--- config.mk ---
export PLATFORM = sky130hd
export DESIGN_NAME = fp_expander_flat
export DESIGN_NICKNAME = d
export VERILOG_FILES = /design/src/rtl/fp_expander_if.sv /design/src/rtl/fp_expander.sv /design/src/flat_wrapper.sv
export SDC_FILE = /design/constraint.sdc
export NUM_CORES = 1
export LEC_CHECK = 0
export ABC_CLOCK_PERIOD_IN_PS = 2690
export CELL_PAD_IN_SITES_DETAIL_PLACEMENT = 0
export CELL_PAD_IN_SITES_GLOBAL_PLACEMENT = 1
export CORE_MARGIN = 4
export CORE_UTILIZATION = 41
export DETAILED_ROUTE_END_ITERATION = 12
export DONT_BUFFER_PORTS = 1
export PLACE_DENSITY = 0.72
export SETUP_SLACK_MARGIN = 0.05
export SLEW_MARGIN = 20
export SYNTH_ARGS = -nofsm -noshare
export SYNTH_HDL_FRONTEND = slang
export SYNTH_SLANG_ARGS = --single-unit
--- constraint.sdc ---
create_clock -name clk -period 2.69 [get_ports clk]
set_input_delay 0.538 -clock clk [delete_from_list [all_inputs] [get_ports clk]]
set_output_delay 0.538 -clock clk [all_outputs]
set_load 0.005 [all_outputs]
--- src/rtl/fp_expander_if.sv ---
// Handshake bundle for fp_expander: float in (S/E/F), decoded linear value out (D).
// The slave modport is the decoder's view; master is the producer/consumer side.
interface fp_expander_if;
  logic        in_valid;
  logic        in_ready;
  logic        S;
  logic [2:0]  E;
  logic [3:0]  F;
  logic        out_valid;
  logic        out_ready;
  logic [11:0] D;

  modport slave (
    input  in_valid, S, E, F, out_ready,
    output in_ready, out_valid, D
  );

  modport master (
    output in_valid, S, E, F, out_ready,
    input  in_ready, out_valid, D
  );
endinterface

--- src/rtl/fp_expander.sv ---
// Decodes a tiny float (sign, 3-bit exponent, 4-bit significand) into a 12-bit
// two's-complement value by shifting one bit per cycle, then holds it for a handshake.
module fp_expander (
  input  logic         clk,
  input  logic         rst,
  fp_expander_if.slave bus
);

  typedef enum logic [1:0] {StIdle, StShift, StHold} state_e;

  state_e      state_q, state_d;
  logic        s_q, s_d;
  logic [11:0] mag_q, mag_d;
  logic [2:0]  cnt_q, cnt_d;
  logic [11:0] d_q, d_d;

  always_comb begin
    state_d = state_q;
    s_d     = s_q;
    mag_d   = mag_q;
    cnt_d   = cnt_q;
    d_d     = d_q;
    case (state_q)
      StIdle: begin
        if (bus.in_valid) begin
          s_d     = bus.S;
          mag_d   = {8'b0, bus.F};
          cnt_d   = bus.E;
          state_d = StShift;
        end
      end
      StShift: begin
        if (cnt_q != 3'd0) begin
          mag_d = mag_q << 1;
          cnt_d = cnt_q - 3'd1;
        end else begin
          // Negating zero wraps back to zero, so -0 needs no special case.
          d_d     = s_q ? (~mag_q + 12'd1) : mag_q;
          state_d = StHold;
        end
      end
      StHold: begin
        if (bus.out_ready) begin
          state_d = StIdle;
        end
      end
      default: state_d = StIdle;
    endcase
  end

  always_ff @(posedge clk) begin
    if (rst) begin
      state_q <= StIdle;
      s_q     <= 1'b0;
      mag_q   <= 12'h000;
      cnt_q   <= 3'd0;
      d_q     <= 12'h000;
    end else begin
      state_q <= state_d;
      s_q     <= s_d;
      mag_q   <= mag_d;
      cnt_q   <= cnt_d;
      d_q     <= d_d;
    end
  end

  assign bus.in_ready  = (state_q == StIdle) && !rst;
  assign bus.out_valid = (state_q == StHold);
  assign bus.D         = d_q;

endmodule

--- src/flat_wrapper.sv ---
// flat-port wrapper written by rule: the top's interface ports become plain ports
module fp_expander_flat 
  (clk, rst, bus_in_valid, bus_S, bus_E, bus_F, bus_out_ready, bus_in_ready, bus_out_valid, bus_D);
  fp_expander_if bus_i ();
  input  logic clk;
  input  logic rst;
  input wire logic [$bits(bus_i.in_valid)-1:0] bus_in_valid;
  input wire logic [$bits(bus_i.S)-1:0] bus_S;
  input wire logic [$bits(bus_i.E)-1:0] bus_E;
  input wire logic [$bits(bus_i.F)-1:0] bus_F;
  input wire logic [$bits(bus_i.out_ready)-1:0] bus_out_ready;
  output wire logic [$bits(bus_i.in_ready)-1:0] bus_in_ready;
  output wire logic [$bits(bus_i.out_valid)-1:0] bus_out_valid;
  output wire logic [$bits(bus_i.D)-1:0] bus_D;
  assign bus_i.in_valid = bus_in_valid;
  assign bus_i.S = bus_S;
  assign bus_i.E = bus_E;
  assign bus_i.F = bus_F;
  assign bus_i.out_ready = bus_out_ready;
  assign bus_in_ready = bus_i.in_ready;
  assign bus_out_valid = bus_i.out_valid;
  assign bus_D = bus_i.D;
  fp_expander u_core (.clk(clk), .rst(rst), .bus(bus_i));
endmodule
==> run_results.csv, run 1 <==
group,metric,value,unit
final_layout,final_common_cell,"dfxtp_1",
global_routing,grtUsageMet1,20.1,%
final_layout,layout_common_cells,"dfxtp_1 (30), nor2_1 (24), nand2_1 (17), a21oi_1 (11), a211oi_1 (11)",
global_routing,grt_first_pass_wirelength,5.24,mm
sta,setup_viol_count_final,0,
final_layout,area_growth_syn_to_layout,5.67,%
place,hpwl,2.13,mm
cts,clk_latency,0.33,ns
global_routing,grt-busiest-layer,"met2",
final_layout,drive_above_1_share,8.09,%
sta,slew-limit-headroom,59.2,%
global_routing,met3_usage,4.76,%
cts,cts_sinks,30,
place,portBuffers,0,
yosys,ys_types,35,
worst_setup_path,cpMaxStageDelayCell,"a21o_1",
floorplan,die_area,0.00463,mm2
place,gp_congestion,0.789,
pwr,p_sw_share,32.2,%
detailed_routing,wl_per_cell,14.1,um
job,drv_cap,0,
pwr,p_seq_share,52.9,%
sta,grt_setup_unrepaired,"false",
worst_setup_path,start_kind,"register",
pwr,intPower,0.667,mW
yosys,syn_area_per_cell,8.40,um2
floorplan,die_h,68.0,um
sta,hold_viol_final,0,
worst_setup_path,worst-path-buf-inv,0,
cts,root_buffer,"clkbuf_4",
sta,fin_setup_tns,0,ns
sta,worst_slew_pin_slew,0.604,ns
cts,numCtsBuffers,5,
global_routing,grt_antenna_before_repair,0,
worst_setup_path,worstPathRequired,2.93,ns
sta,period_share,66.7,%
sta,slew_viol_final,0,
place,place_ws,0.888,ns
status,outcome,"finished clean",
cts,cts_tree,"done",
cts,cts.htree.levels,2,
cts,clkTransAtPathRegs,0.09,ns
detailed_routing,first_pass_iters,4,
detailed_routing,ant_nets,0,
global_routing,gr-usage-all-layers,15.2,%
pwr,switchingPower,0.317,mW
cts,cts_setup_buffers,0,
yosys,synth_seq_cells,30,
floorplan,start_util,43.3,%
global_routing,grt_max_degree,34,
floorplan,core-area,0.00342,mm2
hold_path,hold_class,"in -> reg",
detailed_routing,drc_errors,0,
sta,fmax,558,MHz
cts,post_cts_resized,0,
yosys,synthesis.area,0.00148,mm2
floorplan,rows,21,
detailed_routing,routed_via_density,5.43,
yosys,synth_warnings,0,
global_routing,grt_pass1_vias,1073,
cts,cts_buffer_depth,2,
pwr,peakVddDrop,312,uV
cts,cts_hold_buf,0,
worst_setup_path,cpPeakStageDelay,0.51,ns
worst_setup_path,path_class,"reg -> reg",
sta,fin_ws,0.897,ns
worst_setup_path,cp_cell_sequence,"nor2b_1 > a21o_1 > nor2_1 > a311oi_1",
detailed_routing,drt-total-wl,3.09,mm
yosys,synthCells,176,
final_layout,n_antenna_cell,0,
yosys,syn_nets,191,
worst_setup_path,worst_ep_arrival_time,2.03,ns
final_layout,final_nets,188,
worst_setup_path,setup.worst_path.end_class,"register",
floorplan,fp.dieW,68.0,um
sta,hold_ws,0.263,ns
global_routing,use_met2,22.3,%
sta,finalCriticalPeriod,1.79,ns
yosys,synth-seq-area-share,40.6,%
pwr,pwr-share-comb,21.8,%
detailed_routing,drt_iter0_drc,71,
pwr,p_leak,0.535,nW
floorplan,io_pins,26,
worst_setup_path,crit_fanout,16,
global_routing,grt_remaining_overflow,0,
pwr,power.density,630,mW/mm2
pwr,clkPwrFrac,25.3,%
sta,clock_skew,0.00994,ns
detailed_routing,vias,1189,
worst_setup_path,cp_top_family,"compound AO/OA/AOI/OAI gates",
routing by layer:
| metal | part of all wire, % | vias up |
|---|---|---|
| met5 | 0 | - |
| met4 | 0.91 | 0 |
| met3 | 6.8 | 4 |
| met2 | 44 | 33 |
| met1 | 48 | 538 |
| li1 | - | 614 |
worst register-to-register path: stages (launching register included):
cell	delay (ns)
dfxtp_1	0.43
nor2b_1	0.44
a21o_1	0.51
nor2_1	0.08
a311oi_1	0.25
power groups by stage:
stage          registers, mW  logic, mW  clock network, mW
4_1_cts                0.522      0.216              0.261
3_5_place_dp           0.533      0.216                  0
5_1_grt                0.529      0.244              0.281
6_report               0.521      0.215              0.249
2_1_floorplan          0.517      0.185                  0
3_3_place_gp           0.532      0.212                  0
per-stage QoR:
stage | std cells | area (um2) | util, % | total power [mW]
6_report | 219 | 1560 | 45.7 | 0.984
5_1_grt | 219 | 1560 | 45.7 | 1.05
4_1_cts | 219 | 1560 | 45.7 | 0.999
3_5_place_dp | 212 | 1520 | 44.4 | 0.749
3_3_place_gp | 212 | 1520 | 44.4 | 0.744
2_1_floorplan | 176 | 1480 | - | 0.701
state kept, by name, summed over array words and instances, names as in the netlist:
| register | count |
|---|---|
| u_core.bus.D | 12 |
| u_core.mag_q | 12 |
| u_core.cnt_q | 3 |
| u_core.state_q | 2 |
| u_core.s_q | 1 |
path summary, 6_finish.rpt:
kind                            cells past startpoint                       endpoint  slack (ns)                      startpoint
worst max-delay path                                4   u_core.mag_q[3]$_SDFFE_PP0P_        0.90  u_core.state_q[0]$_SDFFE_PP0P_
worst min-delay path                                1  u_core.mag_q[11]$_SDFFE_PP0P_        0.26                             rst
worst max register to register                      4   u_core.mag_q[3]$_SDFFE_PP0P_        0.90  u_core.state_q[0]$_SDFFE_PP0P_
worst min register to register                      2  u_core.mag_q[11]$_SDFFE_PP0P_        0.46   u_core.mag_q[11]$_SDFFE_PP0P_
cells in the mapped netlist:
| master | number | area (um2) |
|---|---|---|
| o31ai_1 | 1 | 7.51 |
| nand4_1 | 1 | 6.26 |
| nor3_1 | 1 | 5.00 |
| o41ai_1 | 2 | 17.5 |
| clkbuf_1 | 7 | 26.3 |
| o31ai_4 | 2 | 42.5 |
| a31oi_1 | 2 | 12.5 |
| dfxtp_1 | 30 | 601 |
| buf_2 | 6 | 30.0 |
| a211o_1 | 1 | 8.76 |
| ha_1 | 3 | 37.5 |
| o21ai_0 | 6 | 30.0 |
| mux2i_1 | 4 | 40.0 |
| xnor2_1 | 1 | 8.76 |
| nor3b_1 | 1 | 7.51 |
| nand2_1 | 17 | 63.8 |
| a21oi_1 | 11 | 55.1 |
| or3_2 | 1 | 7.51 |
| xor2_1 | 7 | 61.3 |
| nor2_1 | 24 | 90.1 |
| a211oi_1 | 11 | 82.6 |
| or4_1 | 2 | 15.0 |
| nor2b_1 | 3 | 18.8 |
| a311oi_1 | 3 | 26.3 |
| o32ai_1 | 1 | 8.76 |
| nand2b_1 | 5 | 31.3 |
| nor4bb_1 | 1 | 10.0 |
| nand3_1 | 9 | 45.0 |
| and4b_1 | 1 | 10.0 |
| or4_4 | 1 | 11.3 |
| a22oi_1 | 1 | 7.51 |
| inv_1 | 7 | 26.3 |
| and2_1 | 1 | 6.26 |
| a21o_1 | 1 | 7.51 |
| nor3b_2 | 1 | 12.5 |
cell type report:
cell class	instances	area (um2)
Fill cell	346	1850
Multi-Input combinational cell	126	810
Sequential cell	30	601
Tap cell	46	57.6
Clock buffer	7	45.0
Inverter	7	26.3
Timing Repair Buffer	3	22.5
logic make-up (layout without fill, tap and decap cells):
kind of cell               count (synthesis)  in the layout  synth area share, %
and+or+nand+nor                           69             69                 23.0
AOI/OAI and AO/OA                         42             42                 20.7
DFF                                       30             30                 40.6
buffers and inverters                     20             17                 5.59
xor gates and xnor gates                   8              8                 4.74
muxes                                      4              4                 2.71
adders and majority gates                  3              3                 2.54
Power figures use the tool's default switching activity.
==> inputs of run 2 (changes only) <==
- ABC_CLOCK_PERIOD_IN_PS: 2690 -> 1500
- PLACE_DENSITY: 0.72 -> 0.75
- clock period: 2.69 -> 1.5 ns (I/O delays scaled with it)
==> run 2 against run 1 <==
  * The flow now finishes with violations (setup timing)
  * Via count grew 14%
  * Non-clock buffer count increased by 27
  * Utilization increased by 13 points
  * Clock skew is 0.0055 ns lower
  * Flip-flop and latch count stayed put
  * Die area unchanged
  * Worst setup slack got worse by 0.92 ns
  * Sequential power rose by 81%
  * Worst hold slack got worse by 0.24 ns
==> run_results.csv, run 2 (synthesized netlist as in run 1, its figures left out) <==
group,metric,value,unit
sta,setup_viol_count_final,1,
place,place_ws,-0.00363,ns
sta,period_share,102,%
floorplan,io_pins,26,
final_layout,finalInstanceArea,0.00202,mm2
detailed_routing,ant_nets,0,
floorplan,die_h,68.0,um
floorplan,start_util,43.3,%
final_layout,final_util,59.0,%
global_routing,grt_pass1_vias,1278,
worst_setup_path,cp_cell_sequence,"inv_2 > ha_4 > nor4bb_4 > buf_6 > clkbuf_16 > and4b_1 > a211o_1",
worst_setup_path,path_class,"reg -> reg",
worst_setup_path,worstPathRequired,1.73,ns
sta,fin_setup_tns,-0.0230,ns
pwr,finalPower,2.10,mW
detailed_routing,drt_iter0_drc,52,
worst_setup_path,worstReg2RegEnd,"u_core.bus.D[10]$_SDFFE_PP0P_",
global_routing,met3_usage,5.91,%
place,placedInstanceArea,0.00169,mm2
pwr,power.density,1040,mW/mm2
pwr,peakVddDrop,548,uV
cts,root_buffer,"clkbuf_4",
cts,cts_tree,"done",
global_routing,use_met2,26.8,%
final_layout,final_nets,215,
worst_setup_path,crit_path_end,"u_core.bus.D[10]$_SDFFE_PP0P_",
global_routing,grt_max_degree,34,
worst_setup_path,r2r-start,"u_core.cnt_q[0]$_SDFFE_PP0P_",
final_layout,multi_input_area,963,um2
sta,slew-limit-headroom,68.6,%
worst_setup_path,cpMaxStageDelayCell,"dfxtp_2",
cts,clkTransAtPathRegs,0.09,ns
status,outcome,"finished, violations left",
final_layout,seq_area,612,um2
worst_setup_path,r2r_cells,7,
hold_path,hold_class,"in -> reg",
worst_setup_path,start_kind,"register",
sta,finalCriticalPeriod,1.52,ns
hold_path,hold_start,"rst",
final_layout,area_growth_syn_to_layout,36.5,%
detailed_routing,first_pass_iters,4,
place,gp_congestion,0.859,
detailed_routing,vias,1354,
sta,grt_setup_unrepaired,"true",
cts,clk_latency,0.33,ns
detailed_routing,drc_errors,0,
floorplan,fp.dieW,68.0,um
final_layout,fillers,295,
cts,cts.htree.levels,2,
sta,clock_skew,0.00448,ns
global_routing,grt_remaining_overflow,0,
floorplan,rows,21,
worst_setup_path,r2r_setup_slack,-0.02,ns
global_routing,grtUsageMet1,20.7,%
cts,cts_sinks,30,
worst_setup_path,crit_fanout,4,
sta,slew_viol_final,0,
final_layout,n_antenna_cell,0,
place,hpwl,2.53,mm
sta,fmax,657,MHz
global_routing,grt_antenna_before_repair,0,
floorplan,core-area,0.00342,mm2
worst_setup_path,setup.worst_path.end_class,"register",
detailed_routing,routed_via_density,5.50,
detailed_routing,drt-total-wl,3.95,mm
sta,fin_ws,-0.0230,ns
sta,hold_viol_final,0,
cts,cts_buffer_depth,2,
cts,numCtsBuffers,5,
sta,worst_slew_pin_slew,0.465,ns
floorplan,die_area,0.00463,mm2
detailed_routing,wl_per_cell,16.1,um
final_layout,final_common_cell,"dfxtp_1",
job,drv_cap,0,
global_routing,gr-usage-all-layers,17.2,%
worst_setup_path,worst_ep_arrival_time,1.75,ns
worst_setup_path,cpPeakStageDelay,0.35,ns
global_routing,grt_first_pass_wirelength,5.93,mm
global_routing,grt-busiest-layer,"met2",
worst_setup_path,critPathLaunch,"u_core.cnt_q[0]$_SDFFE_PP0P_",
final_layout,drive_above_1_share,36.0,%
place,portBuffers,0,
pwr,p_leak,0.728,nW
final_layout,layout_common_cells,"dfxtp_1 (23), buf_4 (20), nor2_1 (18), nand2_1 (17), a21oi_1 (10)",
status,violations,"setup timing",
[run 2: cell count changes in the layout (fill, tap and decap cells not counted), moves of 3 or more]
cell,change
buf_4,+17
dfxtp_1,-7
dfxtp_2,+6
nor2_1,-6
a211oi_1,-5
a211oi_2,+4
buf_6,+4
inv_1,-4
nor2_2,+4
inv_2,+3
[run 2: where the power goes]
part	internal (mW)	total, mW	switching [mW]	leakage (nW)
logic	0.357	0.701	0.344	0.456
clock network	0.177	0.456	0.280	0.0254
registers	0.867	0.944	0.0766	0.248
total	1.40	2.10	0.701	0.728
[run 2: area by class of cell]
type / instances / share of cell area (%)
multi-input combinational: 126 / 47.8
sequential: 30 / 30.3
timing repair buffer: 30 / 15.4
tap: 46 / 2.85
clock buffer: 7 / 2.23
inverter: 7 / 1.43
[run 2: worst min-delay path by stage]
stage / to / slack [ns] / depth (start not counted)
3_5_place_dp: u_core.mag_q[9]$_SDFFE_PP0P_ / 0.37 / 1
4_1_cts: u_core.state_q[0]$_SDFFE_PP0P_ / 0.02 / 1
2_1_floorplan: u_core.mag_q[11]$_SDFFE_PP0P_ / 0.44 / 2
6_report: u_core.state_q[1]$_SDFFE_PP0P_ / 0.02 / 1
5_1_grt: u_core.state_q[1]$_SDFFE_PP0P_ / 0.0006 / 1
3_3_place_gp: u_core.mag_q[4]$_SDFFE_PP0P_ / 0.37 / 1
[run 2: per-stage QoR]
stage	std cells	hold slack, ns
4_1_cts	238	0.0184
6_report	246	0.0232
5_1_grt	246	0.000599
3_3_place_gp	231	0.368
2_1_floorplan	176	0.444
3_5_place_dp	231	0.375
[run 2: routing by layer]
layer,share of wire [%],vias to the layer above,wire length [um]
met5,0,-,0
met3,5.3,7,209
li1,-,666,-
met4,1.4,0,57
met2,49,25,1950
met1,44,656,1740
[run 2: worst max-delay path: cells and delay by family (launching register included)]
family | cells | cell delay, ns
and+or+nand+nor | 2 | 0.32
AOI/OAI and AO/OA | 1 | 0.25
adders and majority gates | 1 | 0.17
DFF | 1 | 0.35
buffers and inverters | 3 | 0.33
[run 2: what timing repair did]
action / in CTS / in global routing
hold buffers: 0 / 1
setup endpoints to repair: 18 / 25
hold endpoints to repair: 0 / 1
resized for setup: 10 / 34
buffers inserted: 0 / 4
gates cloned: 0 / 3
pin swaps: 2 / 17
==> inputs of run 3 (changes only) <==
- ABC_AREA: unset -> 1
- CORE_UTILIZATION: 41 -> 40
- PLACE_DENSITY: 0.75 -> 0.76
==> run 3 against run 2 <==
  * Critical path type unchanged
  * Highest routed layer unchanged
  * Count of clock-buffer cells in the layout down 2
  * Wire length down 7.8%
  * Die area up 5.8%
  * Worst hold slack better by 0.059 ns
  * Sequential share of layout area up 3.9 points
  * The run now ends clean
  * Register-to-register slack better by 0.12 ns
==> run_results.csv, run 3 <==
group,metric,value,unit
detailed_routing,wl_per_cell,13.4,um
global_routing,grt_first_pass_wirelength,5.85,mm
detailed_routing,drt_iter0_drc,132,
detailed_routing,first_pass_iters,4,
floorplan,fp.dieW,70.0,um
place,gp_congestion,0.814,
detailed_routing,drt-total-wl,3.65,mm
floorplan,start_util,41.7,%
worst_setup_path,cp_top_family,"compound AO/OA/AOI/OAI gates",
sta,setup_viol_count_final,0,
yosys,synth-seq-area-share,39.1,%
global_routing,grt_max_degree,24,
yosys,ys_async_sr_fraction,0,%
final_layout,drive_above_1_share,18.3,%
yosys,synth_compound_area_share,19.5,%
worst_setup_path,worst-path-buf-inv,3,
pwr,p_leak,0.765,nW
sta,fin_ws,0.0942,ns
floorplan,rows,22,
sta,fin_setup_tns,0,ns
yosys,synth_mux_area_share,0,%
yosys,netlist.area_leader.share,39.1,%
job,drv_cap,0,
yosys,synth_edf_count,0,
yosys,synth_warnings,0,
detailed_routing,routed_via_density,5.18,
worst_setup_path,cpMaxStageDelayCell,"dfxtp_2",
sta,hold_viol_final,0,
yosys,synthCells,214,
worst_setup_path,path_class,"reg -> reg",
sta,finalCriticalPeriod,1.41,ns
worst_setup_path,crit_top_cell,"inv_2",
status,outcome,"finished clean",
place,hpwl,2.60,mm
yosys,synth.most_common_cell,"nand2_1",
yosys,yosys.area_share.adder,2.44,%
detailed_routing,vias,1409,
cts,clk_latency,0.28,ns
final_layout,n_antenna_cell,0,
floorplan,core-area,0.00369,mm2
cts,cts_buffer_depth,2,
final_layout,stdcell_count,272,
cts,cts_sinks,30,
worst_setup_path,setup.worst_path.end_class,"register",
sta,period_share,93.7,%
yosys,synthesis.area,0.00154,mm2
detailed_routing,drc_errors,0,
yosys,synth_area_leader_cell,"dfxtp_1",
yosys,syn_area_per_cell,7.18,um2
sta,fmax,711,MHz
final_layout,layout_common_cells,"nand2_1 (33), dfxtp_1 (29), nor2_1 (25), inv_1 (24), nand3_1 (23)",
final_layout,fillers,391,
floorplan,io_pins,26,
yosys,synth_area_leaders,"dfxtp_1 (39%), nand2_1 (8.6%), nand3_1 (7.5%), inv_1 (6.1%), nor2_1 (6.1%)",
yosys,synth_seq_cells,30,
yosys,ys.flop_type,"dfxtp_1",
sta,slew_viol_final,0,
yosys,synth_top_family_by_area,"simple AND/OR/NAND/NOR gates",
worst_setup_path,worst_ep_arrival_time,1.57,ns
sta,clock_skew,0.00877,ns
cts,cts.htree.levels,2,
pwr,power.density,1290,mW/mm2
place,portBuffers,0,
yosys,yosys-top-cells-count,"nand2_1 (35), dfxtp_1 (30), inv_1 (25), nor2_1 (25), nand3_1 (23)",
cts,clkTransAtPathRegs,0.07,ns
floorplan,die_area,0.00490,mm2
sta,grt_setup_unrepaired,"true",
final_layout,area_growth_syn_to_layout,14.3,%
place,dp.cells,259,
cts,cts_tree,"done",
yosys,syn_nets,229,
cts,root_buffer,"clkbuf_8",
detailed_routing,ant_nets,0,
worst_setup_path,crit_fanout,9,
yosys,synthXorXnorAreaFrac,1.71,%
worst_setup_path,worstPathRequired,1.66,ns
place,place_ws,0.0400,ns
final_layout,final_nets,238,
yosys,ys_types,29,
global_routing,grt_remaining_overflow,0,
global_routing,grt_antenna_before_repair,0,
cts,numCtsBuffers,5,
global_routing,gr-usage-all-layers,14.8,%
worst_setup_path,start_kind,"register",
floorplan,die_h,70.0,um
worst_setup_path,cpPeakStageDelay,0.32,ns
worst_setup_path,cp_cell_sequence,"inv_1 > ha_1 > inv_2 > nor2_4 > o21ai_4 > inv_2 > o21ai_0 > a21oi_1",
cts,cts_hold_buf,0,
final_layout,final_common_cell,"nand2_1",
global_routing,grt_pass1_vias,1307,
hold_path,hold_class,"in -> reg",
sta,worst_slew_pin_slew,0.427,ns
sta,slew-limit-headroom,71.5,%
pwr,peakVddDrop,742,uV
yosys,yosys.area_share.simple,25.4,%
run 3: layout make-up:
cell class | count | area, um2 | share of cell area, %
well taps | 48 | 60.1 | 3.42
inverters | 31 | 126 | 7.20
clock buffers | 5 | 68.8 | 3.92
repair buffers | 9 | 71.3 | 4.06
multi-input cells | 144 | 773 | 44.0
flip-flops and latches | 30 | 602 | 34.3
repair inverters | 2 | 13.8 | 0.784
clock inverters | 3 | 40.0 | 2.28
run 3: worst paths after layout:
path,startpoint,end,slack (ns),depth (start not counted)
worst max-delay path,u_core.cnt_q[0]$_SDFFE_PP0P_,u_core.mag_q[2]$_SDFFE_PP0P_,0.09,8
worst min-delay path,rst,u_core.state_q[1]$_SDFFE_PP0P_,0.08,1
worst max register to register,u_core.cnt_q[0]$_SDFFE_PP0P_,u_core.mag_q[2]$_SDFFE_PP0P_,0.09,8
worst min register to register,u_core.mag_q[0]$_SDFFE_PP0P_,u_core.mag_q[0]$_SDFFE_PP0P_,0.48,2
run 3: power breakdown:
group          leakage, nW  switching [mW]  total, mW  internal [mW]
clock               0.0579           0.301      0.789          0.488
combinational        0.462           0.337      0.539          0.202
sequential           0.245          0.0663      0.944          0.878
run 3: timing repair:
| item | 4_1_cts | 5_1_grt |
|---|---|---|
| cloned | 0 | 2 |
| endpoints found under the setup margin | 3 | 25 |
| resized for setup | 2 | 10 |
| pin swaps | 1 | 1 |
| setup buffers | 0 | 3 |
| endpoints found under the hold margin | 0 | 0 |
run 3: metal layers:
layer	track usage [%]	vias up	wire, um
met3	5.18	5	187
li1	-	715	-
met1	15.8	657	1580
met2	27.2	32	1840
met5	0	-	0
met4	4.47	0	39
run 3: per-stage QoR:
stage	total power [mW]	util, %	instance area (um2)	hold slack [ns]
2_1_floorplan	1.35	-	1540	0.443
3_3_place_gp	1.42	42.8	1580	0.368
3_5_place_dp	1.44	42.8	1580	0.369
4_1_cts	2.24	46.0	1700	0.0753
5_1_grt	2.40	47.6	1760	0.0669
6_report	2.27	47.6	1760	0.0824
run 3: cell families after synthesis:
| kind of cell | count (synthesis) |
|---|---|
| DFF | 30 |
| adders and majority gates | 3 |
| xor gates and xnor gates | 3 |
| buffers and inverters | 40 |
| AOI/OAI and AO/OA | 49 |
| and+or+nand+nor | 89 |
